**config.mk**
```make
export PLATFORM = sky130hd
export DESIGN_NAME = piso_serializer_param
export DESIGN_NICKNAME = d
export VERILOG_FILES = /design/src/rtl/piso_pkg.sv /design/src/rtl/piso_hold_buf.sv /design/src/rtl/piso_serializer_param.sv
export SDC_FILE = /design/constraint.sdc
export NUM_CORES = 1
export LEC_CHECK = 0
export BUFFER_PORTS_ARGS = -buffer_cell sky130_fd_sc_hd__clkbuf_2
export CORE_MARGIN = 2
export CORE_UTILIZATION = 57
export CTS_BUF_LIST = sky130_fd_sc_hd__clkbuf_4 sky130_fd_sc_hd__clkbuf_8
export CTS_CLUSTER_DIAMETER = 30
export CTS_CLUSTER_SIZE = 20
export DETAILED_ROUTE_END_ITERATION = 7
export GPL_TIMING_DRIVEN = 0
export PLACE_DENSITY_LB_ADDON = 0.08
export RECOVER_POWER = 25
export REMOVE_ABC_BUFFERS = 1
export SYNTH_ARGS = -nofsm -noshare
export SYNTH_HDL_FRONTEND = slang
export SYNTH_SLANG_ARGS = --single-unit
```
**constraint.sdc**
```tcl
create_clock -name BitCLK -period 2.8 [get_ports BitCLK]
set_input_delay 0.28 -clock BitCLK [delete_from_list [all_inputs] [get_ports BitCLK]]
set_output_delay 0.28 -clock BitCLK [all_outputs]
set_load 0.005 [all_outputs]
```
**src/rtl/piso_pkg.sv**
```systemverilog
// Shared constants and helpers for the parametrised TX serializer.
// Holds the default word width, the K28.5 comma encodings and the slot-to-bit mapping.
package piso_pkg;

    localparam int unsigned DEFAULT_DATA_W = 10;

    localparam logic [9:0] K28_5_RDN = 10'b0011111010;
    localparam logic [9:0] K28_5_RDP = 10'b1100000101;

    // Maps transmit slot k (counting down from width-1) to the word bit it carries.
    function automatic int unsigned slot_idx(input int unsigned k, input bit msb_first,
                                             input int unsigned width);
        return msb_first ? k : (width - 1 - k);
    endfunction

endpackage

```
**src/rtl/piso_hold_buf.sv**
```systemverilog
// One-entry holding buffer in front of the shifter: valid/ready intake, drained at word
// boundaries and refillable on the same edge.
module piso_hold_buf
    import piso_pkg::*;
#(
    parameter int unsigned DATA_W = DEFAULT_DATA_W
) (
    input  logic              clk_i,
    input  logic              rst_ni,
    input  logic              boundary_i,
    input  logic              tx_valid_i,
    input  logic [DATA_W-1:0] tx_data_i,
    output logic              tx_ready_o,
    output logic              hold_vld_o,
    output logic [DATA_W-1:0] hold_data_o
);

    logic              hold_vld_q, hold_vld_d;
    logic [DATA_W-1:0] hold_q, hold_d;
    logic              tx_ready;
    logic              accept;

    always_comb begin
        tx_ready   = rst_ni && (!hold_vld_q || boundary_i);
        accept     = tx_valid_i && tx_ready;
        hold_d     = accept ? tx_data_i : hold_q;
        // A boundary consumes the held word, so only this cycle's accept survives it.
        hold_vld_d = boundary_i ? accept : (hold_vld_q || accept);
    end

    always_ff @(posedge clk_i or negedge rst_ni) begin
        if (!rst_ni) begin
            hold_vld_q <= 1'b0;
            hold_q     <= '0;
        end else begin
            hold_vld_q <= hold_vld_d;
            hold_q     <= hold_d;
        end
    end

    assign tx_ready_o  = tx_ready;
    assign hold_vld_o  = hold_vld_q;
    assign hold_data_o = hold_q;

endmodule

```
**src/rtl/piso_serializer_param.sv**
```systemverilog
// Parametrised PISO for the SerDes TX path: shifts buffered words onto Serial and inserts
// IDLE_WORD (flagged by Underrun) whenever no word is waiting at a word boundary.
module piso_serializer_param
    import piso_pkg::*;
#(
    parameter int unsigned       DATA_W    = DEFAULT_DATA_W,
    parameter bit                MSB_FIRST = 1'b1,
    parameter logic [DATA_W-1:0] IDLE_WORD = DATA_W'(K28_5_RDN),
    localparam int unsigned      CNT_W     = $clog2(DATA_W)
) (
    input  logic              BitCLK,
    input  logic              Reset,
    input  logic [DATA_W-1:0] TxParallel,
    input  logic              TxValid,
    output logic              TxReady,
    output logic              Serial,
    output logic [CNT_W-1:0]  bit_count,
    output logic              Underrun
);

    localparam logic [CNT_W-1:0] LastSlot = CNT_W'(DATA_W - 1);
    localparam logic [CNT_W-1:0] FirstIdx = CNT_W'(slot_idx(DATA_W - 1, MSB_FIRST, DATA_W));

    logic [DATA_W-1:0] word_q, word_d;
    logic [CNT_W-1:0]  bit_count_q, bit_count_d;
    logic              serial_q, serial_d;
    logic              underrun_q, underrun_d;

    logic              boundary;
    logic              hold_vld;
    logic [DATA_W-1:0] hold_q;
    logic [DATA_W-1:0] next_word;
    logic [CNT_W-1:0]  cnt_m1;
    logic [CNT_W-1:0]  slot;

    piso_hold_buf #(
        .DATA_W (DATA_W)
    ) u_hold_buf (
        .clk_i       (BitCLK),
        .rst_ni      (Reset),
        .boundary_i  (boundary),
        .tx_valid_i  (TxValid),
        .tx_data_i   (TxParallel),
        .tx_ready_o  (TxReady),
        .hold_vld_o  (hold_vld),
        .hold_data_o (hold_q)
    );

    always_comb begin
        boundary  = (bit_count_q == '0);
        next_word = hold_vld ? hold_q : IDLE_WORD;
        cnt_m1    = bit_count_q - CNT_W'(1);
        slot      = CNT_W'(slot_idx(32'(cnt_m1), MSB_FIRST, DATA_W));

        word_d      = word_q;
        bit_count_d = cnt_m1;
        serial_d    = word_q[slot];
        underrun_d  = 1'b0;

        if (boundary) begin
            word_d      = next_word;
            bit_count_d = LastSlot;
            serial_d    = next_word[FirstIdx];
            underrun_d  = !hold_vld;
        end
    end

    always_ff @(posedge BitCLK or negedge Reset) begin
        if (!Reset) begin
            word_q      <= '0;
            bit_count_q <= '0;
            serial_q    <= 1'b0;
            underrun_q  <= 1'b0;
        end else begin
            word_q      <= word_d;
            bit_count_q <= bit_count_d;
            serial_q    <= serial_d;
            underrun_q  <= underrun_d;
        end
    end

    assign Serial    = serial_q;
    assign bit_count = bit_count_q;
    assign Underrun  = underrun_q;

endmodule
```
Word-level counts from Yosys, hierarchy flattened --
Index checks and enable logic that the tools add are counted.
Word-level totals: bits in registers 27, latch bits 0, memory bits (writable) 0, memory bits (read-only) 0, output and inout port bits 7, memories 0
Cells by class: $add $sub $neg 1, $mul 0, divide/modulo/power cells 0, order comparisons 1, eq/ne operators 0, shift-type cells 0, muxes and demuxes 7, bitwise operators 0, reduce and logical (&&, ||, !) cells 6
Operator list (number):
- $mux 10 | 1
- $lt 4x5->1 const B | 1
- $bmux 1 s4 | 1
- $logic_not 4->1 | 1
- $mux 1 | 4
- $mux 4 | 1
- $sub 4x1->4 const B | 1
- $logic_and 1x1->1 | 2
- $logic_or 1x1->1 | 2
- $logic_not 1->1 | 1

Logic depth before layout (Yosys ltp) --
word-level depth 6, mapped depth 9, gate-level depth less buffers 6

By module --
From an unflattened synthesis, not the netlist that was laid out.
Second synthesis, totals: cell total of the unflattened synthesis 104, area, all modules 1266.2 um2
By module, submodules not included:
- piso_serializer_param | instances 1, cells an instance 77, area an instance 775.7 um2, sequential area each 400.4 um2
- piso_hold_buf | instances 1, cells an instance 27, area an instance 490.5 um2, sequential area each 275.3 um2

Worst setup path after synthesis --
No wires, ideal clock.
path type register to register, from register bit_count_q[0] (netlist: bit_count[0]), to register u_hold_buf.hold_q[0] (netlist: u_hold_buf.hold_data_o[0]), library setup time 125 ps, arrival 1952 ps, path slack 723 ps, stages on the path, launching flop included 10, clock period less this slack 2077 ps, cells stage by stage dfrtp_1 -> clkbuf_1 -> inv_1 -> ha_1 -> or3b_1 -> buf_6 -> a21boi_4 -> nand2_2 -> buf_6 -> mux2_4
Between the ends: cells in the longest elaborated chain, start to end 4
RTL lines:
- start, declared | line piso_serializer_param.sv:25 | logic [CNT_W-1:0] bit_count_q, bit_count_d;
- start signal, assigned | line piso_serializer_param.sv:76 | bit_count_q <= bit_count_d;
- $logic_not 4->1 | line piso_serializer_param.sv:50 | boundary = (bit_count_q == '0);
- $logic_or 1x1->1 | line piso_hold_buf.sv:24 | tx_ready = rst_ni && (!hold_vld_q || boundary_i);
- $logic_and 1x1->1 | line piso_hold_buf.sv:24
- via TxReady | line piso_serializer_param.sv:15 | output logic TxReady,
- $logic_and 1x1->1 | line piso_hold_buf.sv:25 | accept = tx_valid_i && tx_ready;
- end signal, assigned | line piso_hold_buf.sv:37 | hold_q <= hold_d;
- end, declared | line piso_hold_buf.sv:19 | logic [DATA_W-1:0] hold_q, hold_d;
The timed path passes the listed nets, and every way through them passes these cells. A chain may end at the register's enable or synchronous reset.

Final worst setup path --
from register bit_count_q[0] (netlist: bit_count[0]), to output TxReady
Between the ends: cells in the longest elaborated chain, start to end 3
RTL lines (line):
- $logic_not 4->1 | piso_serializer_param.sv:50
- $logic_or 1x1->1 | piso_hold_buf.sv:24
- $logic_and 1x1->1 | piso_hold_buf.sv:24
- end, declared | piso_serializer_param.sv:15
No other way between the ends.

==> results.toml <==
[global_routing]
grt_max_degree = 29
gr-total-overflow = 0
use_met1 = 0.246
grt_use_met2 = 0.298
met3_usage = 0.0364
grt_pass1_wl_mm = 3.46
grt.busiest_layer = "met2"
grt_pass1_vias = 778
antenna_found_initial = 0
grtUsageTotal = 0.183

[yosys]
synth.most_common_cell = "dfrtp_1"
synth_compound_area_frac = 0.0624
synth_top_area_cell = "dfrtp_1"
syn_inst = 97
synth_top_family_by_area = "multiplexers"
synth-adder-area-share = 0.0208
ys_types = 23
yosys-top-cells-area = "dfrtp_1 56%, mux2_4 11%, mux4_2 3.7%"
synth-warning-count = 0
synth_flop_cell = "dfrtp_1"
synthMuxAreaShare = 0.176
ys_async_sr_fraction = 1.00
postSynthAreaPerCell_um2 = 12.4
syn-cell-area_um2 = 1200
synth_edf_count = 0
netlist.area_leader.share = 0.561
synthXorXnorAreaFrac = 0.0146
ys_seq_elements = 27
synth-simple-area-share = 0.112
synth_commonest_cells = "27 x dfrtp_1, 11 x nand2_1, 9 x mux2_4, 9 x nor2_1, 8 x inv_1"
ys_seq_area_frac = 0.561

[run_status]
outcome = "finished, final reports clean"

[timing]
worst_pin_slew_ns = 1.05
final.min_clock_period_ns = 2.34
tns_ns = 0
setup_violations = 0
fin_crit_sh = 0.836
hold_viol = 0
max_freq_mhz = 427
rsz0062_at_grt = "false"
slew_headroom = 0.294
skew_ns = 0.0114
report.final.slew_viol_count = 0

[critical_path]
cp_max_fo = 10
end_kind = "output port"
worst-setup-path-type = "flop to output port"
r2r_start = "bit_count[0]"
arrival_ns = 2.06
cp-start-kind = "flop"
r2r_setup_slack_ns = 0.49
crit_required_ns = 2.52
rr_worst_depth = 6
r2r_end = "u_hold_buf.hold_data_o[4]"

[run]
maxCapViolations = 0

[worst_hold_path]
hold_class = "primary input to flop"
hold_depth = 2
holdPathEnd = "u_hold_buf.hold_data_o[0]"
worstHoldStart = "TxParallel[0]"

[drt]
drc_errors = 0
num_vias = 749
wl_per_cell_um = 13.0
drtPass1Iterations = 4
avgViaCountPerCell = 5.24
wl_mm = 1.86
ant_nets = 0
drt_iter0_drc = 5

[power]
switching_share = 0.260
p_int_mw = 0.633
p_sw_mw = 0.222
p_per_area_nw_per_um2 = 639
leakage_nw = 0.722
finalPower_mw = 0.856
power_frac_comb = 0.189
ir_drop_uv = 387
power_frac_seq = 0.613
p_clk_frac = 0.197

[place]
io_buffer_count = 19
dp_cells = 138
globalplace.congestion = 0.711
place_area_um2 = 1300
hpwl_mm = 1.35

[layout]
instances_no_fill = 143
nets = 132
drive_gt1_frac = 0.328
antennaDiodeCount = 0
design_area_um2 = 1340
syn_to_final_growth_pct = 11.2

[floorplanning]
die_h_um = 50.0
ioPinCount = 20
start_util = 0.607
chipWidth_um = 50.0
dieArea_um2 = 2500
core_um2 = 1980
rows = 16

[clocking]
cts_tree = "built"
ctsHtreeMaxLevel = 1
cts.sinks = 27
root_buffer = "clkbuf_4"
holdBufCountCts = 1
clkLatencyLatePin_ns = 0.32
clk_pin_slew_ns = 0.15
clk_path_buf_depth = 2
cts_buffers = 3
cts_resized = 0
cts_setup_buffers = 0
==> how the worst max path moves through the flow <==
stage,start,endpoint,slack [ns],cells past startpoint
5_1_grt,bit_count[0],TxReady,0.32,5
6_report,bit_count[0],TxReady,0.46,5
4_1_cts,bit_count[0],TxReady,0.43,5
2_1_floorplan,bit_count[0],u_hold_buf.hold_data_o[0],0.74,6
3_5_place_dp,bit_count[0],u_hold_buf.hold_data_o[7],0.49,6
3_3_place_gp,bit_count[0],u_hold_buf.hold_data_o[1],0.54,6
==> placed cells by master (no fill, tap or decap) <==
master	n
inv_1	8
dlygate4sd3_1	1
nand2_1	11
nand2_2	1
a21boi_4	1
and3_1	1
clkbuf_4	3
a21o_1	1
nor3b_2	1
nor2b_1	1
o21ai_0	1
mux2_2	1
mux2_4	9
nor3_1	1
a31oi_1	7
clkbuf_2	19
mux4_2	2
xnor2_1	2
dfrtp_1	27
mux2i_1	2
nand3_1	3
or3b_1	1
clkinvlp_4	1
nor2_1	9
ha_1	2
==> power groups by stage <==
stage | Clock [mW] | Sequential [mW] | Combinational [mW]
finish | 0.169 | 0.525 | 0.162
global route | 0.193 | 0.536 | 0.182
global placement | 0 | 0.530 | 0.157
detailed placement | 0 | 0.534 | 0.164
CTS | 0.174 | 0.526 | 0.165
floorplan | 0 | 0.518 | 0.127
==> through the flow <==
stage	utilization	hold slack [ns]	worst slack (ns)
2_1_floorplan	-	-0.0156	0.741
3_3_place_gp	0.655	0.342	0.543
3_5_place_dp	0.655	0.346	0.494
4_1_cts	0.676	0.165	0.429
5_1_grt	0.676	0.144	0.323
6_report	0.676	0.171	0.459
==> state kept, by name, summed over array words and instances (netlist names) <==
| register | flops |
|---|---|
| Underrun | 1 |
| u_hold_buf.hold_vld_o | 1 |
| Serial | 1 |
| bit_count | 4 |
| u_hold_buf.hold_data_o | 10 |
| word_q | 10 |
==> cell families after synthesis <==
kind of cell	count (synthesis)
simple gates	29
flops	27
mux	14
buf+inv	13
compound gates	10
xor+xnor	2
fa+ha+maj	2
==> area by class of cell <==
type | instances | area, um^2
inverters | 8 | 30.0
clock inverters | 1 | 7.51
multi-input cells | 57 | 464
clock buffers | 3 | 22.5
flip-flops and latches | 27 | 676
well taps | 27 | 33.8
fillers | 165 | 643
repair buffers | 20 | 105
==> per-layer routing <==
metal	vias to the layer above	part of all wire
li1	362	-
met1	368	0.48
met2	17	0.48
met3	2	0.037
met4	0	0.0070
met5	-	0
==> critical path, cell delays in order (launching register included) <==
cell,delay [ns]
dfrtp_1,0.51
inv_1,0.12
ha_1,0.16
or3b_1,0.55
a21boi_4,0.25
clkbuf_2,0.13
No activity file was read; power rests on OpenSTA's default activity.
